$ cat src/rtl/conv1_pkg.sv
// rtl/conv1_pkg.sv - conv1 layer constants, FSM state type and address helpers.
package conv1_pkg;
  localparam int IN_H   = 227;
  localparam int IN_W   = 227;
  localparam int CH     = 3;
  localparam int K      = 11;
  localparam int STRIDE = 4;
  localparam int OUT_H  = 55;
  localparam int OUT_W  = 55;
  localparam int DW     = 16;
  localparam int TERMS  = CH * K * K;

  typedef enum logic [2:0] {S_IDLE, S_ISSUE, S_FLUSH, S_OUT, S_DONE} conv1_seq_state_t;

  function automatic logic [7:0] in_addr(input logic [5:0] o, input logic [3:0] k);
    return 8'(int'(o) * STRIDE + int'(k));
  endfunction

  // Terms that fall outside the input image consume a cycle but issue no read.
  function automatic logic term_ok(input logic [5:0] i, input logic [5:0] j,
                                   input logic [3:0] m, input logic [3:0] n);
    return (int'(i) * STRIDE + int'(m) < IN_H) && (int'(j) * STRIDE + int'(n) < IN_W);
  endfunction
endpackage

$ cat src/rtl/conv1_mac.sv
// rtl/conv1_mac.sv - registered multiply-truncate-accumulate, modulo 2^DW.
module conv1_mac
  import conv1_pkg::*;
(
  input  logic          clk,
  input  logic          rst_n,
  input  logic          clr,
  input  logic          en,
  input  logic [DW-1:0] a,
  input  logic [DW-1:0] b,
  output logic [DW-1:0] acc
);
  logic [DW-1:0] acc_q;
  logic [DW-1:0] prod;

  assign prod = a * b;
  assign acc  = acc_q;

  always_ff @(posedge clk or negedge rst_n) begin
    if (!rst_n)   acc_q <= '0;
    else if (clr) acc_q <= '0;
    else if (en)  acc_q <= acc_q + prod;
  end
endmodule

$ cat src/rtl/conv1_seq.sv
// rtl/conv1_seq.sv - conv1 sequencer: walks outputs and terms, issues reads,
// accumulates returned operand pairs through conv1_mac and streams out pixels.
module conv1_seq
  import conv1_pkg::*;
(
  input  logic          clk,
  input  logic          rst_n,
  input  logic          start,
  output logic          busy,
  output logic          done,
  output logic          rd_en,
  output logic [7:0]    in_row,
  output logic [7:0]    in_col,
  output logic [1:0]    in_ch,
  output logic [3:0]    k_row,
  output logic [3:0]    k_col,
  output logic [1:0]    k_ch,
  input  logic [DW-1:0] in_data,
  input  logic [DW-1:0] k_data,
  output logic          out_valid,
  input  logic          out_ready,
  output logic [DW-1:0] out_data,
  output logic [5:0]    out_row,
  output logic [5:0]    out_col
);
  conv1_seq_state_t state_q;
  logic       busy_q, done_q, rd_q, rd_d1_q, clr_q, valid_q;
  logic [5:0] i_q, j_q;
  logic [1:0] c_q;
  logic [3:0] m_q, n_q;
  logic [7:0] in_row_q, in_col_q;

  logic [1:0] c_d;
  logic [3:0] m_d, n_d;
  logic [5:0] i_d, j_d;
  logic       last_term, last_pos;

  // c/m/n always name the term currently on the address outputs.
  always_comb begin
    last_term = (c_q == 2'(CH - 1)) && (m_q == 4'(K - 1)) && (n_q == 4'(K - 1));
    last_pos  = (i_q == 6'(OUT_H - 1)) && (j_q == 6'(OUT_W - 1));
    c_d = c_q;
    m_d = m_q;
    n_d = n_q + 4'd1;
    if (n_q == 4'(K - 1)) begin
      n_d = '0;
      m_d = m_q + 4'd1;
      if (m_q == 4'(K - 1)) begin
        m_d = '0;
        c_d = c_q + 2'd1;
      end
    end
    i_d = i_q;
    j_d = j_q + 6'd1;
    if (j_q == 6'(OUT_W - 1)) begin
      j_d = '0;
      i_d = i_q + 6'd1;
    end
  end

  always_ff @(posedge clk or negedge rst_n) begin
    if (!rst_n) begin
      state_q  <= S_IDLE;
      busy_q   <= 1'b0;
      done_q   <= 1'b0;
      rd_q     <= 1'b0;
      rd_d1_q  <= 1'b0;
      clr_q    <= 1'b0;
      valid_q  <= 1'b0;
      i_q      <= '0;
      j_q      <= '0;
      c_q      <= '0;
      m_q      <= '0;
      n_q      <= '0;
      in_row_q <= '0;
      in_col_q <= '0;
    end else begin
      clr_q   <= 1'b0;
      rd_d1_q <= rd_q;
      case (state_q)
        S_IDLE: begin
          if (start) begin
            state_q  <= S_ISSUE;
            busy_q   <= 1'b1;
            clr_q    <= 1'b1;
            i_q      <= '0;
            j_q      <= '0;
            c_q      <= '0;
            m_q      <= '0;
            n_q      <= '0;
            rd_q     <= term_ok(6'd0, 6'd0, 4'd0, 4'd0);
            in_row_q <= '0;
            in_col_q <= '0;
          end
        end
        S_ISSUE: begin
          if (last_term) begin
            state_q <= S_FLUSH;
            rd_q    <= 1'b0;
          end else begin
            c_q      <= c_d;
            m_q      <= m_d;
            n_q      <= n_d;
            rd_q     <= term_ok(i_q, j_q, m_d, n_d);
            in_row_q <= in_addr(i_q, m_d);
            in_col_q <= in_addr(j_q, n_d);
          end
        end
        S_FLUSH: begin
          state_q <= S_OUT;
          valid_q <= 1'b1;
        end
        S_OUT: begin
          if (out_ready) begin
            valid_q <= 1'b0;
            if (last_pos) begin
              state_q <= S_DONE;
              done_q  <= 1'b1;
              busy_q  <= 1'b0;
            end else begin
              state_q  <= S_ISSUE;
              clr_q    <= 1'b1;
              i_q      <= i_d;
              j_q      <= j_d;
              c_q      <= '0;
              m_q      <= '0;
              n_q      <= '0;
              rd_q     <= term_ok(i_d, j_d, 4'd0, 4'd0);
              in_row_q <= in_addr(i_d, 4'd0);
              in_col_q <= in_addr(j_d, 4'd0);
            end
          end
        end
        S_DONE: begin
          state_q <= S_IDLE;
          done_q  <= 1'b0;
        end
        default: state_q <= S_IDLE;
      endcase
    end
  end

  conv1_mac u_mac (
    .clk   (clk),
    .rst_n (rst_n),
    .clr   (clr_q),
    .en    (rd_d1_q),
    .a     (in_data),
    .b     (k_data),
    .acc   (out_data)
  );

  assign busy      = busy_q;
  assign done      = done_q;
  assign rd_en     = rd_q;
  assign in_row    = in_row_q;
  assign in_col    = in_col_q;
  assign in_ch     = c_q;
  assign k_row     = m_q;
  assign k_col     = n_q;
  assign k_ch      = c_q;
  assign out_valid = valid_q;
  assign out_row   = i_q;
  assign out_col   = j_q;
endmodule

$ cat config.mk
export PLATFORM = sky130hd
export DESIGN_NAME = conv1_seq
export DESIGN_NICKNAME = d
export VERILOG_FILES = /design/src/rtl/conv1_pkg.sv /design/src/rtl/conv1_mac.sv /design/src/rtl/conv1_seq.sv
export SDC_FILE = /design/constraint.sdc
export NUM_CORES = 1
export LEC_CHECK = 0
export ABC_AREA = 1
export BUFFER_PORTS_ARGS = -buffer_cell sky130_fd_sc_hd__buf_2
export CORE_ASPECT_RATIO = 0.9
export CORE_MARGIN = 1.5
export CORE_UTILIZATION = 60
export CTS_BUF_LIST = sky130_fd_sc_hd__clkbuf_4 sky130_fd_sc_hd__clkbuf_8
export DETAILED_ROUTE_END_ITERATION = 8
export GPL_TIMING_DRIVEN = 0
export PLACE_DENSITY = 0.8
export SETUP_SLACK_MARGIN = 0.4
export SLEW_MARGIN = 10
export SYNTH_ARGS = -nofsm -noshare
export SYNTH_HDL_FRONTEND = slang
export SYNTH_SLANG_ARGS = --single-unit
$ cat constraint.sdc
create_clock -name clk -period 5.2 [get_ports clk]
set_input_delay 0 -clock clk [delete_from_list [all_inputs] [get_ports clk]]
set_output_delay 0 -clock clk [all_outputs]
set_load 0.02 [all_outputs]
# Word-level counts from Yosys, hierarchy flattened
# Index checks and enable logic that the tools add are counted.
[word_totals]
register_bits = 63
out_inout_bits = 60
word_cells = 123
[classes]
n_addsub = 8
n_mul = 1
order_cmp = 4
eq_ne = 17
mux = 59
n_reduce_logical = 19
[ops]
columns = ["op", "n"]
rows = [
  ["$lt A32 B9 Y1 const B", 2],
  ["$mux W8", 7],
  ["$pmux W8 S3", 2],
  ["$mux W6", 7],
  ["$mux W16", 2],
  ["$mux W4", 8],
  ["$pmux W4 S3", 2],
  ["$pmux W6 S2", 2],
  ["$add A8 B4 Y9", 2],
  ["$add A16 B16 Y16", 1],
  ["$lt A8 B8 Y1 const B", 2],
  ["$mul A16 B16 Y16", 1],
  ["$ne A2 B2 Y1 const B", 8],
  ["$add A6 B1 Y6 const B", 2],
  ["$eq A6 B6 Y1 const B", 2],
  ["$mux W1", 12],
  ["$mux W2", 6],
  ["$mux W3", 4],
  ["$pmux W3 S4", 1],
  ["$reduce_and A4 Y1", 3],
  ["$add A4 B1 Y4 const B", 2],
  ["$eq A4 B4 Y1 const B", 2],
  ["$pmux W1 S2", 4],
  ["$reduce_bool A2 Y1", 4],
  ["14 further kinds", 20],
]

# Longest topological paths before layout
# Gate-level depths: netlist of the first run.
[depth]
word_depth = 8
depth_mapped = 30
ltp_nobuf = 28

# By module
# From an unflattened synthesis of the first run, not the netlist that was laid out.
[hier_totals]
hier_cells = 1150
hier_area_um2 = 8405.6
[modules_own_cells]
columns = ["module", "instances", "cells_each", "area_per_inst_um2"]
rows = [
  ["conv1_mac", 1, 752, 5366.4],
  ["conv1_seq", 1, 398, 3039.2],
]

# Worst setup path after synthesis of the first run
# No wires, ideal clock.
[synth_timing]
path_type = "input -> register"
from = "input port k_data[1]"
to = "register u_mac.acc_q[15], in the netlist u_mac.acc[15]"
setup_time_ps = 65
arrival_time_ps = 4788
required_time_ps = 5135
slack_ps = 347
path_stages = 23
n_path_buf = 2
path_cell_list = "clkbuf_1 -> clkbuf_1 -> nand2_1 -> fa_1 -> fa_1 -> inv_1 -> fa_1 -> fa_1 -> fa_1 -> inv_1 -> fa_1 -> inv_1 -> ha_1 -> a21oi_1 -> o21a_1 -> nand3_1 -> nand2_1 -> nand2_1 -> a21oi_1 -> inv_1 -> nand3_1 -> nand3_1 -> nand2_1"
[synth_via]
elab_chain_len = 4
[synth_lines]
columns = ["element", "line_no", "rtl"]
rows = [
  ["start: declaration", "conv1_seq.sv:19", "input logic [DW-1:0] k_data,"],
  ["$mul A16 B16 Y16", "conv1_mac.sv:16", "assign prod = a * b;"],
  ["$add A16 B16 Y16", "conv1_mac.sv:22", "else if (en) acc_q <= acc_q + prod;"],
  ["$mux W16", "conv1_mac.sv:22", ""],
  ["$mux W16", "conv1_mac.sv:21", "else if (clr) acc_q <= '0;"],
  ["end signal: assignment", "conv1_mac.sv:22", ""],
  ["end: declaration", "conv1_mac.sv:13", "logic [DW-1:0] acc_q;"],
]
# No other way between the ends. The select of a mux whose other input is x is not followed.
# A chain may end at the register's enable or synchronous reset.

# Final worst setup path of the first run
[layout_timing]
from = "input port in_data[4]"
to = "register u_mac.acc_q[14], in the netlist u_mac.acc[14]"
[layout_via]
elab_chain_len = 4
[layout_lines]
columns = ["element", "line_no", "rtl"]
rows = [
  ["start: declaration", "conv1_seq.sv:18", "input logic [DW-1:0] in_data,"],
  ["$mul A16 B16 Y16", "conv1_mac.sv:16", ""],
  ["$add A16 B16 Y16", "conv1_mac.sv:22", ""],
  ["$mux W16", "conv1_mac.sv:22", ""],
  ["$mux W16", "conv1_mac.sv:21", ""],
]
# No other way between the ends. The select of a mux whose other input is x is not followed.

==> results of run 1 <==
[final timing paths]
check,from,to,slack [ns],cells after the start
setup / recovery,in_data[4],u_mac.acc[14],0.54,26
hold / removal,start,state_q[1],0.11,6
setup reg to reg,u_mac.acc[8],u_mac.acc[11],0.99,18
hold reg to reg,in_row[1],in_row[1],0.48,2
max in group asynchronous,rst_n,in_col[5],4.41,2
min in group asynchronous,rst_n,out_row[3],0.28,2
[power groups by stage]
stage / Combinational (mW) / Clock, mW / Sequential (mW)
5_1_grt: 5.70 / 0.524 / 0.669
2_1_floorplan: 3.17 / 0 / 0.739
6_report: 5.05 / 0.497 / 0.663
3_5_place_dp: 4.20 / 0 / 0.671
4_1_cts: 4.45 / 0.499 / 0.661
3_3_place_gp: 4.05 / 0 / 0.670
[layout by cell type (no fill, tap or decap), types with 3 or more instances in the layout]
cell type | netlist | layout
o21ai_2 | 6 | 6
buf_2 | 4 | 90
clkbuf_1 | 22 | 6
o21ai_0 | 37 | 35
inv_2 | 11 | 15
fa_1 | 96 | 95
nor2_1 | 35 | 35
a21oi_1 | 21 | 19
o21ai_1 | 3 | 5
nand4_1 | 5 | 5
buf_4 | 8 | 18
nor3_1 | 10 | 9
ha_4 | 0 | 3
o22ai_1 | 11 | 11
inv_1 | 277 | 273
o21a_1 | 3 | 3
nand3_2 | 2 | 4
xor2_1 | 12 | 12
buf_6 | 2 | 7
nand3_1 | 48 | 46
nand2_1 | 328 | 323
inv_4 | 3 | 3
ha_1 | 65 | 62
nand2_2 | 3 | 7
clkbuf_2 | 1 | 4
nand3b_1 | 5 | 5
dfrtp_1 | 63 | 63
xnor2_1 | 3 | 3
clkbuf_8 | 0 | 10
clkbuf_4 | 0 | 3
nor2_2 | 4 | 4
[stage by stage]
step / utilization (%) / power [mW] / area, um^2 / setup slack [ns] / setup TNS (ns)
global route: 69.8 / 6.90 / 9330 / 0.325 / 0
detailed placement: 66.4 / 4.87 / 8880 / -0.306 / -0.555
finish: 69.8 / 6.21 / 9330 / 0.539 / 0
CTS: 68.8 / 5.62 / 9190 / 0.401 / 0
global placement: 66.4 / 4.72 / 8870 / -0.185 / -0.360
floorplan: - / 3.91 / 8240 / 0.440 / 0
[logic make-up after synthesis]
kind of cell | Yosys count
AOI/OAI and AO/OA | 96
xor gates and xnor gates | 15
adders and majority gates | 161
buffers and inverters | 328
DFF | 63
and+or+nand+nor | 450
[state kept, by name, indices dropped and copies added, names as in the netlist]
signal,cells
busy,1
clr_q,1
done,1
in_ch,2
in_col,8
in_row,8
k_col,4
k_row,4
out_col,6
out_row,6
out_valid,1
rd_d1_q,1
rd_en,1
state_q,3
u_mac.acc,16
[worst register-to-register path, cell delays in order (launching register included)]
cell     delay, ns
dfrtp_1       0.35
inv_1         0.10
fa_1          0.54
inv_1         0.06
fa_1          0.50
inv_1         0.05
fa_1          0.48
fa_1          0.56
inv_1         0.05
ha_1          0.31
a21oi_1       0.13
o21ai_0       0.14
a21oi_1       0.20
nor2_1        0.10
o21ai_0       0.19
nand2_1       0.09
a21oi_1       0.13
o21ai_0       0.09
o21ai_0       0.07
[layout make-up]
| class | count | area share, % |
|---|---|---|
| inverters | 291 | 11.8 |
| well taps | 168 | 2.25 |
| clock buffers | 10 | 1.47 |
| flip-flops and latches | 63 | 16.9 |
| plain buffers | 37 | 2.78 |
| multi-input cells | 722 | 58.4 |
| repair buffers | 94 | 5.42 |
| clock inverters | 6 | 0.979 |
[layer usage]
| metal | global-route usage [%] | vias up |
|---|---|---|
| met5 | 0 | - |
| met4 | 9.35 | 0 |
| met3 | 6.26 | 48 |
| met2 | 44.8 | 319 |
| met1 | 43.8 | 3501 |
| li1 | - | 3515 |
[timing repair]
action                                  4_1_cts  5_1_grt
resized for setup                            23       50
hold buffers                                  2        0
endpoints found under the setup margin        4        4
cloned                                        0        0
buffers inserted                              0        7
pin swaps                                     1       17
hold endpoints to repair                     67        0
==> summary.md, run 1 <==
| Metric | Value |
|---|---|
| Status | finished, final reports clean |
| Mux cell area share after synthesis | 0% |
| Slew headroom | 46.5% |
| CTS Buffer Depth | 2 |
| Initial antenna violation count | 0 |
| Ys flop type | dfrtp_1 |
| Synth Area in XOR/XNOR | 1.60% |
| Pwr dens | 665 mW/mm^2 |
| DR WL/cell | 14.9 um |
| Die height | 114 um |
| CP max stage delay | 0.55 ns |
| Period utilisation layout | 89.6% |
| Core Area | 0.0134 mm^2 |
| Post-route ant nets | 0 |
| Final setup violation count | 0 |
| Metal3 WL | 1710 um |
| Ys Warns | 0 |
| IO buf count | 85 |
| Count leader, synth | nand2_1 |
| Pin count of the biggest net entering global routing | 64 |
| Psw | 3.23 mW |
| Cell family with most CP delay | adder cells |
| CTS H-tree lvls | 3 |
| Layout cells sized above 1 | 16.4% |
| Lkg Pwr | 5.51 nW |
| Worst vdd ir | 0.621 mV |
| Crit-path slowest cell | fa_1 |
| Sequential share of power | 10.7% |
| Via Count | 7383 |
| Sw frac | 52.0% |
| Via density | 5.31 |
| Worst path most repeated cell | fa_1 |
| Number of global-route vias before repair | 6933 |
| CP Capture Type | register |
| Async S/R FF share, synth | 100% |
| Global-route wire length before repair | 33500 um |
| Initial DRC count | 579 |
| CTS Sinks | 63 |
| Worst-path clk slew | 0.08 ns |
| Layout Cells excl Fill | 1391 |
| Post-synthesis adder-cell area fraction | 33.2% |
| DRC viols | 0 |
| Clk_lat worst skew | 0.36 ns |
| Sequential share of the synthesized area | 19.1% |
| Grt total ovfl | 0 |
| Yosys cell types | 48 |
| CTS tree | built |
| Hold slack | 0.113 ns |
| Placed cell count | 1366 |
| Synth Area per Inst | 7.40 um^2 |
| Clk pwr share | 8.0% |
| Kind of critical path | in2reg |
| #FFs+latches synth | 63 |
| Worst Tran Pin Value | 0.803 ns |
| Mapped Area | 0.00823 mm^2 |
| CTS Buf Count | 9 |
| Fill count | 1113 |
| Clk Tree Root Cell | clkbuf_8 |
| Reg area | 0.00158 mm^2 |
| P&R area growth vs syn | 13.4% |
| Max Clock Freq | 0.215 GHz |
| # IOs | 96 |
| DR top layer | met4 |
| Die Area | 0.0144 mm^2 |
| Routed met1 length | 9560 um |
| Ant. Diodes | 0 |
| Final Max Tran Viols | 0 |
| Starting Density | 61.6% |
| DP Wirelength | 17100 um |
| Max-cap viol count | 0 |
| Total Wirelength | 20800 um |
| Row count | 40 |
| Synth Area in Simple Gates | 23.1% |
| Bufs and invs on worst path | 7 |
| Routed wl met2 | 8890 um |
| First-pass DRT Iterations | 5 |
| Nets | 1415 |
| Final count of hold timing violations | 0 |
| Pint | 2.98 mW |
| Die width | 126 um |
| Setup crit start kind | input pin |
| Largest family of logic cells by synthesized area | adder cells |
| Synth Area in Compound Gates | 7.28% |
| Total track usage | 29.9% |
| RSZ-0062 raised after global routing | true |
| RD Place Congestion | 0.949 |
| Worst min-delay path class | in2reg |
| Min cycle time layout | 4.66 ns |
| CP Data Required Time | 5.43 ns |
| Comb power frac | 81.3% |
| Leading area contributor after synthesis | fa_1 |
| Syn nets | 1310 |
| Combined area of the multi-input logic cells | 0.00545 mm^2 |
| Mapped Cells | 1113 |
| List of most frequent post-synthesis cells | nand2_1 (328), inv_1 (277), fa_1 (96) |
| Clock skew | 0.0121 ns |
| Crit path DAT | 4.89 ns |
| Crit Path Max Fanout | 10 |
| Synth area leaders | fa_1 (23%), dfrtp_1 (19%), nand2_1 (15%) |
| Post-synth top area share | 23.3% |
| Post-synth EDFFs | 0 |
Note: power is estimated with default switching activity, not from simulation.
==> run 2: changes to the inputs <==
- MAX_ROUTING_LAYER: unset -> met4
==> summary.md, run 2 (synthesis gave the netlist of run 1 again) <==
| Metric | Value |
|---|---|
| Die height | 114 um |
| CTS Buf Count | 9 |
| Ant. Diodes | 0 |
| Max reg flops | 16 |
| Die Area | 0.0144 mm^2 |
| Final worst slack | 0.480 ns |
| Number of global-route vias before repair | 7053 |
| Clock skew | 0.0136 ns |
| Slew headroom | 47.1% |
| Cell family with most CP delay | adder cells |
| CP Data Required Time | 5.42 ns |
| DP Wirelength | 17300 um |
| Min cycle time layout | 4.72 ns |
| Commonest cells after routing, fill and taps aside | nand2_1 (325), inv_1 (274), fa_1 (95) |
| CP max stage delay | 0.56 ns |
| DRC viols | 0 |
| Bufs and invs on worst path | 6 |
| Worst min-delay path class | in2reg |
| Commonest non-fill, non-tap cell in the layout | nand2_1 |
| DR WL/cell | 15.3 um |
| First-pass DRT Iterations | 5 |
| Lkg Pwr | 5.49 nW |
| Global-route wire length before repair | 34200 um |
| Total Wirelength | 21300 um |
| Layout Cells excl Fill | 1392 |
| Pin count of the biggest net entering global routing | 64 |
| CTS Sinks | 63 |
| Worst path most repeated cell | fa_1 |
| Combined area of the multi-input logic cells | 0.00544 mm^2 |
| RSZ-0062 raised after global routing | true |
| Post-route ant nets | 0 |
| Final count of hold timing violations | 0 |
| Die width | 126 um |
| Fill count | 1128 |
| Via Count | 7425 |
| Grt total ovfl | 0 |
| IO buf count | 85 |
| Initial antenna violation count | 0 |
| RD Place Congestion | 0.970 |
| Final setup violation count | 0 |
| Max Clock Freq | 0.212 GHz |
| P&R area growth vs syn | 13.1% |
| Placed cell count | 1366 |
| Crit path DAT | 4.94 ns |
| CTS tree | built |
| Reg area | 0.00158 mm^2 |
| Period utilisation layout | 90.8% |
| Pwr dens | 651 mW/mm^2 |
| CTS H-tree lvls | 3 |
| Max-cap viol count | 0 |
| CTS Buffer Depth | 2 |
| Clk Tree Root Cell | clkbuf_8 |
| Worst vdd ir | 0.571 mV |
| Core Area | 0.0134 mm^2 |
| Worst-path clk slew | 0.08 ns |
| Clk_lat worst skew | 0.36 ns |
| Via density | 5.33 |
| Row count | 40 |
| Total track usage | 31.6% |
| Crit Path Max Fanout | 7 |
| Pre-CTS setup slack | -0.374 ns |
| Crit-path slowest cell | fa_1 |
| Initial DRC count | 567 |
| Worst Tran Pin Value | 0.793 ns |
| Status | finished, final reports clean |
| # IOs | 96 |
| Nets | 1416 |
| Starting Density | 61.6% |
| CP Capture Type | register |
| Kind of critical path | in2reg |
| Setup crit start kind | input pin |
| Layout cells sized above 1 | 16.3% |
| Final Max Tran Viols | 0 |
-- run 2: final timing paths --
path                                   start       endpoint  slack [ns]  cells past startpoint
worst max-delay path               k_data[1]  u_mac.acc[14]        0.48                     25
worst min-delay path                   start     state_q[1]        0.13                      6
worst max register to register  u_mac.acc[9]  u_mac.acc[14]        0.98                     20
worst min register to register     in_row[1]      in_row[1]        0.48                      2
max in group asynchronous              rst_n      in_row[1]        4.42                      2
min in group asynchronous              rst_n     out_col[2]        0.28                      2
-- run 2: cell type report --
| cell class | instances | area share, % |
|---|---|---|
| plain buffers | 37 | 2.80 |
| flip-flops and latches | 63 | 16.9 |
| clock inverters | 6 | 0.726 |
| inverters | 291 | 11.8 |
| clock buffers | 10 | 1.48 |
| well taps | 168 | 2.26 |
| repair buffers | 95 | 5.51 |
| multi-input cells | 722 | 58.5 |
-- run 2: per-layer routing --
metal / vias up / track usage (%) / wire [um]
li1: 3508 / - / -
met1: 3561 / 44.8 / 9710
met2: 314 / 46.8 / 9320
met3: 42 / 6.07 / 1760
met4: 0 / 8.43 / 510
met5: - / - / 0
-- run 2: tightest hold or removal path: cells and delay by family --
family | cells | cell delay (ns)
simple gates | 4 | 0.28
buf+inv | 2 | 0.17
-- run 2: stage by stage --
stage	setup TNS, ns	cell area, um^2	util, %	power (mW)	hold slack [ns]
floorplan	0	8240	-	3.91	-0.296
global placement	-0.385	8870	66.4	4.72	0.268
detailed placement	-0.755	8880	66.4	4.91	0.142
CTS	0	9190	68.8	5.66	0.126
global route	0	9310	69.7	6.74	0.159
finish	0	9310	69.7	6.06	0.135
-- run 2: repair_timing --
action / CTS / global route
gates resized for setup: 26 / 43
hold endpoints to repair: 67 / 0
buffers inserted: 1 / 7
pin swaps: 2 / 17
hold buffers: 2 / 0
endpoints found under the setup margin: 4 / 5
-- run 2: report_power, final --
group,total (mW),internal (mW),switching (mW)
registers,0.663,0.614,0.0493
logic,4.95,2.05,2.91
clock network,0.445,0.236,0.209
